===== src/rtl/clock_monitor_1mhz_pkg.sv =====
`default_nettype none
// ---------------------------------------------------------------------------
// clock_monitor_1mhz_pkg : shared constants and FSM encoding for the monitor.
// Revision 1.0
// ---------------------------------------------------------------------------
package clock_monitor_1mhz_pkg;

  localparam int SYS_CLK_MHZ     = 26;
  localparam int MON_CLK_MHZ     = 1;
  localparam int DIV_FACTOR      = SYS_CLK_MHZ / MON_CLK_MHZ;
  localparam int NOMINAL_DEFAULT = DIV_FACTOR;

  localparam logic [1:0] c_ST_IDLE    = 2'd0;
  localparam logic [1:0] c_ST_ACQUIRE = 2'd1;
  localparam logic [1:0] c_ST_LOCKED  = 2'd2;
  localparam logic [1:0] c_ST_FAULT   = 2'd3;

  // Counter must be able to represent the saturation value 2*nominal.
  function automatic int min_cnt_w(input int nominal);
    return $clog2(2 * nominal + 1);
  endfunction

endpackage
`default_nettype wire


===== src/rtl/sync_edge_detect.sv =====
`default_nettype none
// ---------------------------------------------------------------------------
// sync_edge_detect : two-flop synchroniser plus delay flop, rising-edge pulse.
// Revision 1.0
// ---------------------------------------------------------------------------
module sync_edge_detect (
  input  logic clk,
  input  logic rst_n,
  input  logic i_async,
  output logic o_rise
);

  logic r_sync1;
  logic r_sync2;
  logic r_sync3;

  always_ff @(posedge clk or negedge rst_n) begin
    if (!rst_n) begin
      r_sync1 <= 1'b0;
      r_sync2 <= 1'b0;
      r_sync3 <= 1'b0;
    end else begin
      r_sync1 <= i_async;
      r_sync2 <= r_sync1;
      r_sync3 <= r_sync2;
    end
  end

  assign o_rise = r_sync2 & ~r_sync3;

endmodule
`default_nettype wire


===== src/rtl/clock_monitor_1mhz.sv =====
`default_nettype none
// ---------------------------------------------------------------------------
// clock_monitor_1mhz : measures the 1 MHz clock period in 26 MHz cycles and
// tracks lock / sticky fault.                                   Revision 1.0
// ---------------------------------------------------------------------------
module clock_monitor_1mhz
  import clock_monitor_1mhz_pkg::*;
#(
  parameter int NOMINAL    = NOMINAL_DEFAULT,
  parameter int TOL        = 1,
  parameter int LOCK_COUNT = 8,
  parameter int CNT_W      = 8
) (
  input  logic             CLK_26MHZ_IN,
  input  logic             RESET_N,
  input  logic             CLK_1MHZ_IN,
  input  logic             CLEAR_FAULT_IN,
  output logic             TICK_OUT,
  output logic [CNT_W-1:0] PERIOD_OUT,
  output logic             PERIOD_VALID_OUT,
  output logic             LOCKED_OUT,
  output logic             FAULT_OUT
);

  localparam int RUN_W = $clog2(LOCK_COUNT + 1);

  localparam logic [CNT_W-1:0] c_SAT    = CNT_W'(2 * NOMINAL);
  localparam logic [CNT_W-1:0] c_SAT_M1 = CNT_W'(2 * NOMINAL - 1);
  localparam logic [CNT_W-1:0] c_LO     = CNT_W'(NOMINAL - TOL);
  localparam logic [CNT_W-1:0] c_HI     = CNT_W'(NOMINAL + TOL);
  localparam logic [RUN_W-1:0] c_LOCK   = RUN_W'(LOCK_COUNT);

  generate
    if (CNT_W < min_cnt_w(NOMINAL)) begin : g_cnt_w_check
      $error("CNT_W too narrow to hold 2*NOMINAL");
    end
  endgenerate

  logic             w_rise;
  logic             w_clear;
  logic             w_valid;
  logic             w_good;
  logic             w_timeout;
  logic [1:0]       w_state_nxt;
  logic [RUN_W-1:0] w_run_nxt;

  logic [1:0]       r_state;
  logic [RUN_W-1:0] r_run;
  logic [CNT_W-1:0] r_cnt;
  logic [CNT_W-1:0] r_period;
  logic             r_tick;
  logic             r_pvalid;

  sync_edge_detect u_sync (
    .clk    (CLK_26MHZ_IN),
    .rst_n  (RESET_N),
    .i_async(CLK_1MHZ_IN),
    .o_rise (w_rise)
  );

  // A clear coinciding with an edge wins: that edge is treated as a first edge.
  assign w_clear   = CLEAR_FAULT_IN && (r_state == c_ST_FAULT);
  assign w_valid   = w_rise && (r_state != c_ST_IDLE) && !w_clear;
  assign w_good    = (r_cnt >= c_LO) && (r_cnt <= c_HI);
  // Fires only on the step into saturation, so a stall is seen once.
  assign w_timeout = !w_rise && (r_cnt == c_SAT_M1);

  always_comb begin
    w_state_nxt = r_state;
    w_run_nxt   = r_run;

    if (w_valid) begin
      if (!w_good) begin
        w_run_nxt = '0;
      end else if (r_run != c_LOCK) begin
        w_run_nxt = r_run + 1'b1;
      end
    end

    case (r_state)
      c_ST_IDLE: begin
        w_run_nxt = '0;
        if (w_rise) begin
          w_state_nxt = c_ST_ACQUIRE;
        end
      end
      c_ST_ACQUIRE: begin
        if (w_timeout) begin
          w_state_nxt = c_ST_IDLE;
          w_run_nxt   = '0;
        end else if (w_valid && w_good && (w_run_nxt == c_LOCK)) begin
          w_state_nxt = c_ST_LOCKED;
        end
      end
      c_ST_LOCKED: begin
        if (w_timeout || (w_valid && !w_good)) begin
          w_state_nxt = c_ST_FAULT;
        end
      end
      c_ST_FAULT: begin
        if (w_clear) begin
          w_run_nxt   = '0;
          w_state_nxt = w_rise ? c_ST_ACQUIRE : c_ST_IDLE;
        end
      end
      default: begin
        w_state_nxt = c_ST_IDLE;
        w_run_nxt   = '0;
      end
    endcase
  end

  always_ff @(posedge CLK_26MHZ_IN or negedge RESET_N) begin
    if (!RESET_N) begin
      r_state  <= c_ST_IDLE;
      r_run    <= '0;
      r_cnt    <= '0;
      r_period <= '0;
      r_tick   <= 1'b0;
      r_pvalid <= 1'b0;
    end else begin
      r_state  <= w_state_nxt;
      r_run    <= w_run_nxt;
      r_tick   <= w_rise;
      r_pvalid <= w_valid;
      if (w_valid) begin
        r_period <= r_cnt;
      end
      if (w_rise) begin
        r_cnt <= CNT_W'(1);
      end else if (r_cnt != c_SAT) begin
        r_cnt <= r_cnt + 1'b1;
      end
    end
  end

  assign TICK_OUT         = r_tick;
  assign PERIOD_OUT       = r_period;
  assign PERIOD_VALID_OUT = r_pvalid;
  assign LOCKED_OUT       = (r_state == c_ST_LOCKED);
  assign FAULT_OUT        = (r_state == c_ST_FAULT);

endmodule
`default_nettype wire

===== config.mk =====
export PLATFORM = sky130hd
export DESIGN_NAME = clock_monitor_1mhz
export DESIGN_NICKNAME = d
export VERILOG_FILES = /design/src/rtl/clock_monitor_1mhz_pkg.sv /design/src/rtl/sync_edge_detect.sv /design/src/rtl/clock_monitor_1mhz.sv
export SDC_FILE = /design/constraint.sdc
export NUM_CORES = 1
export LEC_CHECK = 0
export ABC_AREA = 1
export CAP_MARGIN = 20
export CORE_MARGIN = 2
export CORE_UTILIZATION = 30
export CTS_CLUSTER_DIAMETER = 100
export DETAILED_ROUTE_END_ITERATION = 6
export HOLD_SLACK_MARGIN = 0.06
export SLEW_MARGIN = 10
export SYNTH_ARGS = -nofsm -noshare
export SYNTH_HDL_FRONTEND = slang
export SYNTH_SLANG_ARGS = --single-unit

===== constraint.sdc =====
create_clock -name CLK_26MHZ_IN -period 2.9 [get_ports CLK_26MHZ_IN]
set_input_delay 0.435 -clock CLK_26MHZ_IN [delete_from_list [all_inputs] [get_ports CLK_26MHZ_IN]]
set_output_delay 0.435 -clock CLK_26MHZ_IN [all_outputs]
set_load 0.02 [all_outputs]

==> out/qor.yml, run 1 <==
status: "finished clean"
relSlewSlack_pct: 76.9
worstMarginPinSlew_ps: 346
p_per_area_nw_per_um2: 790
drc: 0
cp_num_buf_inv: 2
grt_pass1_wl_um: 4600
crit_path_end_kind: "output port"
synth_cell_types: 20
combPwrFrac_pct: 41.7
power_frac_seq_pct: 42.3
die_w_um: 71.8
rsz0062_at_grt: "no"
clock_latency_ps: 270
finalCritPeriodShare_pct: 70.2
swShare_pct: 40.9
yosysWarnings: 0
hold_violations: 0
postSynthCellCount: 171
drtIter0Drc: 80
p_int_w: 0.000768
cap_violations: 0
cts_buffers: 3
final_cell_mix: "44 x nand2_1, 27 x dfrtp_1, 19 x inv_1, 15 x clkdlybuf4s50_1"
n_fill_cell: 457
slowest_delay_ps: 630
grt-ovfl-total: 0
fin_tns_setup_ps: 0
p_sw_w: 0.000531
regArea_um2: 676
path_delay_family: "buffers and inverters"
min_period_ps: 2040
clock_sinks: 27
die_h_um: 71.8
cts_tree: "done"
fp-row-count: 24
place_hpwl_um: 2070
port_buffers: 15
start_util_pct: 31.4
report.power.total_w: 0.00130
die-area_um2: 5150
post_cts_buffers: 0
final_common_cell: "nand2_1"
ys_seq_area_share_pct: 49.0
vias: 1134
post_cts_resized: 0
grt_max_degree: 28
worstHoldPathType: "reg2reg"
leakage_nw: 0.786
clock_skew_ps: 5.20
slowest_stage: "clkdlybuf4s50_1"
nNetsFinal: 200
clockPowerShare_pct: 16.0
first_global_vias: 1000
antenna_found_initial: 0
root_buffer: "clkbuf_8"
ir_drop_uv: 195
design.core.area_um2: 4380
crit_type: "reg2out"
antenna_cells: 0
pin_count: 16
finalSetupViolations: 0
path_cells: "inv_2, nor2_1, clkdlybuf4s50_1"
wl_um: 2720
slew_viol_final: 0
worstPathArrival_ps: 1600
worstPathRequired_ps: 2470
synth.avg_cell_area_um2: 8.06
clk_path_buf_depth: 2
syn_area_um2: 1380
place.gp.congestion: 0.836
ant_nets: 0
ys_seq_elements: 27
drive_above_1_share_pct: 10.0
h-tree-depth: 1
grt_use_total_pct: 11.3
critPathMaxFanout: 7
start_kind: "flip-flop"
synthToLayoutAreaGrowth_pct: 19.2
vias_per_cell: 4.69
multi_input_area_um2: 617
fmax_mhz: 491
postCtsHoldBufs: 0
syn_nets: 180
clk_pin_slew_ps: 90
dr.pass1.iters: 4
wl_per_cell_um: 11.2
## state kept, by name, indices dropped and copies added (netlist names), named ones only
register          flops
PERIOD_OUT            8
r_cnt                 8
r_run                 4
PERIOD_VALID_OUT      1
TICK_OUT              1
r_state               1
u_sync.r_sync1        1
u_sync.r_sync2        1
u_sync.r_sync3        1
## cell usage after synthesis
cell,n,area [um2]
a21oi_1,7,35.0
nor3_1,7,35.0
nand2_2,6,37.5
inv_1,19,71.3
o21ai_2,1,8.76
o22ai_1,1,6.26
or2_2,1,6.26
clkbuf_1,1,3.75
o21ai_0,13,65.1
nor2_1,13,48.8
nand3b_1,1,7.51
nand2_1,44,165
a22oi_1,1,7.51
nor2_4,3,33.8
nand4_1,4,25.0
nand3_1,12,60.1
inv_2,3,11.3
ha_1,5,62.6
dfrtp_1,27,676
a31oi_1,2,12.5
## worst register-to-register path, stage by stage (launching register included)
cell,delay [ps]
dfrtp_1,410
inv_1,60
nand2_1,190
nor2_4,180
nand2_2,200
nor2_1,200
nand2_1,60
nor2_1,130
nand2_1,80
nand2_2,80
nand2_2,60
nand2_1,80
o21ai_2,50
## routing by layer
layer  part of all wire, %  vias to the layer above  routed length (um)  GRT usage (%)
met3                   3.3                        2                  89           2.25
met2                    45                       19                1220           17.0
met1                    51                      521                1400           16.5
met4                  0.52                        0                  14           3.14
met5                     0                        -                   0              0
li1                      -                      592                   -              -
## path summary, 6_finish.rpt
path                                start             end  slack (ps)  cells after the start
max                             flip-flop      LOCKED_OUT         860                      3
min                        u_sync.r_sync1  u_sync.r_sync2         350                      0
max reg2reg                u_sync.r_sync3      r_state[0]        1030                     12
min reg2reg                u_sync.r_sync1  u_sync.r_sync2         350                      0
max in group asynchronous         RESET_N        r_run[0]        2110                      2
min in group asynchronous         RESET_N        r_cnt[0]         530                      2
## stage by stage
stage | std cells | utilization, % | cell area (um2) | hold WS [ps] | worst slack [ps]
after floorplan | 171 | - | 1380 | 139 | 1330
after global placement | 238 | 36.4 | 1600 | 334 | 770
after detailed placement | 238 | 36.4 | 1600 | 336 | 742
after CTS | 242 | 37.5 | 1640 | 357 | 864
after global routing | 242 | 37.5 | 1640 | 372 | 749
final | 242 | 37.5 | 1640 | 353 | 864
## layout make-up
cell class	count	area share, %
inverters	22	5.02
repair buffers	16	9.59
clock buffers	3	2.51
multi-input cells	121	37.5
well taps	52	3.96
flip-flops and latches	27	41.1
clock inverters	1	0.304
## power by group through the flow
stage	clock (W)	combinational, W	sequential (W)
after CTS	0.000219	0.000547	0.000552
after global routing	0.000235	0.000616	0.000566
final	0.000207	0.000542	0.000550
after global placement	0	0.000541	0.000557
after detailed placement	0	0.000546	0.000558
after floorplan	0	0.000346	0.000574
## cells by family (layout without fill, tap and decap cells)
kind of cell    after synthesis  count (layout)  share of synthesized area [%]
fa+ha+maj                     5               5                           4.54
flops                        27              27                           49.0
buf+inv                      23              42                           6.26
simple gates                 91              91                           30.4
compound gates               25              25                           9.80
Note: power is estimated with default switching activity, not from simulation.
==> run 2: changes to the inputs <==
clock period = 1.65 ns   (was 2.9 ns; I/O delays follow)
==> run 2 against run 1 <==
Against the previous run: the run now ends with negative setup slack left; sequential share of layout area shrank 4.9 points; non-clock buffer count up 25; sequential power up 72%; setup slack lost 890 ps; routed wire length is 8.1% higher; register-to-register slack worse by 1100 ps; hold slack got worse by 8.0 ps; die area did not move; global-route usage increased by 1.0 points; via count is 10% higher; largest power group is now combinational cells.
==> out/qor.yml, run 2 (same netlist as run 1, synthesis figures left out) <==
status: "finished with violations"
violations: "negative setup slack"
ant_nets: 0  # unchanged
stdcell_count: 267  # +10%
holdWs_ps: 345  # -7.97 ps
first_global_vias: 1152  # +15%
place_inst: 258  # +8.4%
die_w_um: 71.8  # unchanged
worstHoldPathType: "in2async"
cts_buffers: 3  # unchanged
drive_above_1_share_pct: 27.9  # +18 points
place_hpwl_um: 2220  # +7.4%
rsz0062_at_grt: "yes"
fp-row-count: 24  # unchanged
final_cell_mix: "39 x nand2_1, 26 x buf_4, 25 x dfrtp_1, 15 x inv_1"
critPathMaxFanout: 3  # -4
clock_skew_ps: 4.56  # -0.634 ps
worstPathRequired_ps: 1810  # -660 ps
cts_tree: "done"
crit_path_end_kind: "flip-flop"
relSlewSlack_pct: 76.7  # -0.18 points
path_cells: "ha_2, nand3_1, nand2_2, nand2_2, nand2_2, a31oi_1, nand2_2, nand2_2, o21ai_2"
min_period_ps: 1670
start_util_pct: 31.4  # unchanged
wl_um: 2940  # +8.1%
slowest_delay_ps: 450  # -180 ps
wl_per_cell_um: 11.0  # -2.1%
vias_per_cell: 4.67  # -0.25%
die_h_um: 71.8  # unchanged
drtIter0Drc: 107  # +34%
grt_max_degree: 28  # unchanged
clk_pin_slew_ps: 90  # about the same
synthToLayoutAreaGrowth_pct: 35.9
crit_type: "reg2reg"
fmax_mhz: 598
slew_viol_final: 0  # unchanged
antenna_cells: 0  # unchanged
leakage_nw: 0.907  # +15%
p_per_area_nw_per_um2: 1360  # +72%
crit_top_cell: "nand2_2"
grt_pass1_wl_um: 5010  # +8.8%
die-area_um2: 5150  # unchanged
worstMarginPinSlew_ps: 349  # +2.62 ps
h-tree-depth: 1  # unchanged
vias: 1248  # +10%
antenna_found_initial: 0  # unchanged
grt-ovfl-total: 0  # unchanged
start_kind: "flip-flop"
finalSetupViolations: 2  # +2
design.core.area_um2: 4380  # unchanged
finalCritPeriodShare_pct: 101
slowest_stage: "dfrtp_2"
clk_path_buf_depth: 2  # unchanged
drc: 0  # unchanged
dr.pass1.iters: 4  # unchanged
place.gp.congestion: 0.847  # +1.3%
cap_violations: 0  # unchanged
n_fill_cell: 454  # -0.66%
hold_violations: 0  # unchanged
clock_latency_ps: 270  # about the same
timing.final.ws_setup_ps: -21.8  # -886 ps
final_common_cell: "nand2_1"
port_buffers: 15  # unchanged
clock_sinks: 27  # unchanged
root_buffer: "clkbuf_8"
nNetsFinal: 225  # +13%
pin_count: 16  # unchanged
worstPathArrival_ps: 1830  # +230 ps
grt_use_total_pct: 12.3  # +1.0 points
ir_drop_uv: 479  # +150%
-- run 2: cell type report --
type | instances | area [um2] | share of cell area (%)
multi-input cells | 121 | 664 | 35.4
repair buffers | 41 | 339 | 18.1
flip-flops and latches | 27 | 678 | 36.2
well taps | 52 | 65.1 | 3.47
clock buffers | 4 | 45.0 | 2.40
inverters | 22 | 82.6 | 4.41
-- run 2: through the flow --
stage	power [W]	setup TNS, ps	area, um2	setup WS (ps)	utilization (%)
2_1_floorplan	0.00162	0	1380	82.4	-
3_3_place_gp	0.00209	-264	1750	-139	39.9
3_5_place_dp	0.00210	-340	1750	-179	39.9
4_1_cts	0.00248	0	1810	9.76	41.4
5_1_grt	0.00275	-403	1870	-162	42.8
6_report	0.00255	-30.0	1870	-21.8	42.8
-- run 2: critical path: cells and delay by family, from the launching register on --
family / cells / cell delay (ps)
fa+ha+maj: 1 / 210
compound gates: 2 / 340
simple gates: 6 / 560
flops: 1 / 450
-- run 2: worst paths after layout --
check	from	cells after the start	slack, ps	end
max	r_cnt[0]	9	-20	r_state[0]
min	RESET_N	2	350	u_sync.r_sync1
max reg2reg	r_cnt[0]	9	-20	r_state[0]
min reg2reg	u_sync.r_sync1	0	370	u_sync.r_sync2
max in group asynchronous	RESET_N	2	1030	r_state[0]
min in group CLK_26MHZ_IN	u_sync.r_sync1	0	370	u_sync.r_sync2
-- run 2: where the power goes --
part           internal (W)  leakage (nW)  switching (W)
clock network      0.000173        0.0228       0.000197
registers          0.000813         0.350       0.000131
logic              0.000545         0.534       0.000686
-- run 2: per-layer routing --
metal / vias to the layer above / GRT usage [%] / wire length, um
met5: - / 0 / 0
met4: 0 / 4.82 / 34
met3: 6 / 2.67 / 104
met2: 22 / 19.1 / 1320
met1: 577 / 16.7 / 1480
li1: 643 / - / -
-- run 2: repair_timing --
action                                  CTS  global route
endpoints found under the setup margin    4             4
hold buffers                              0             0
resized for setup                         7            15
pin swaps                                 2            10
buffers inserted                          2             3
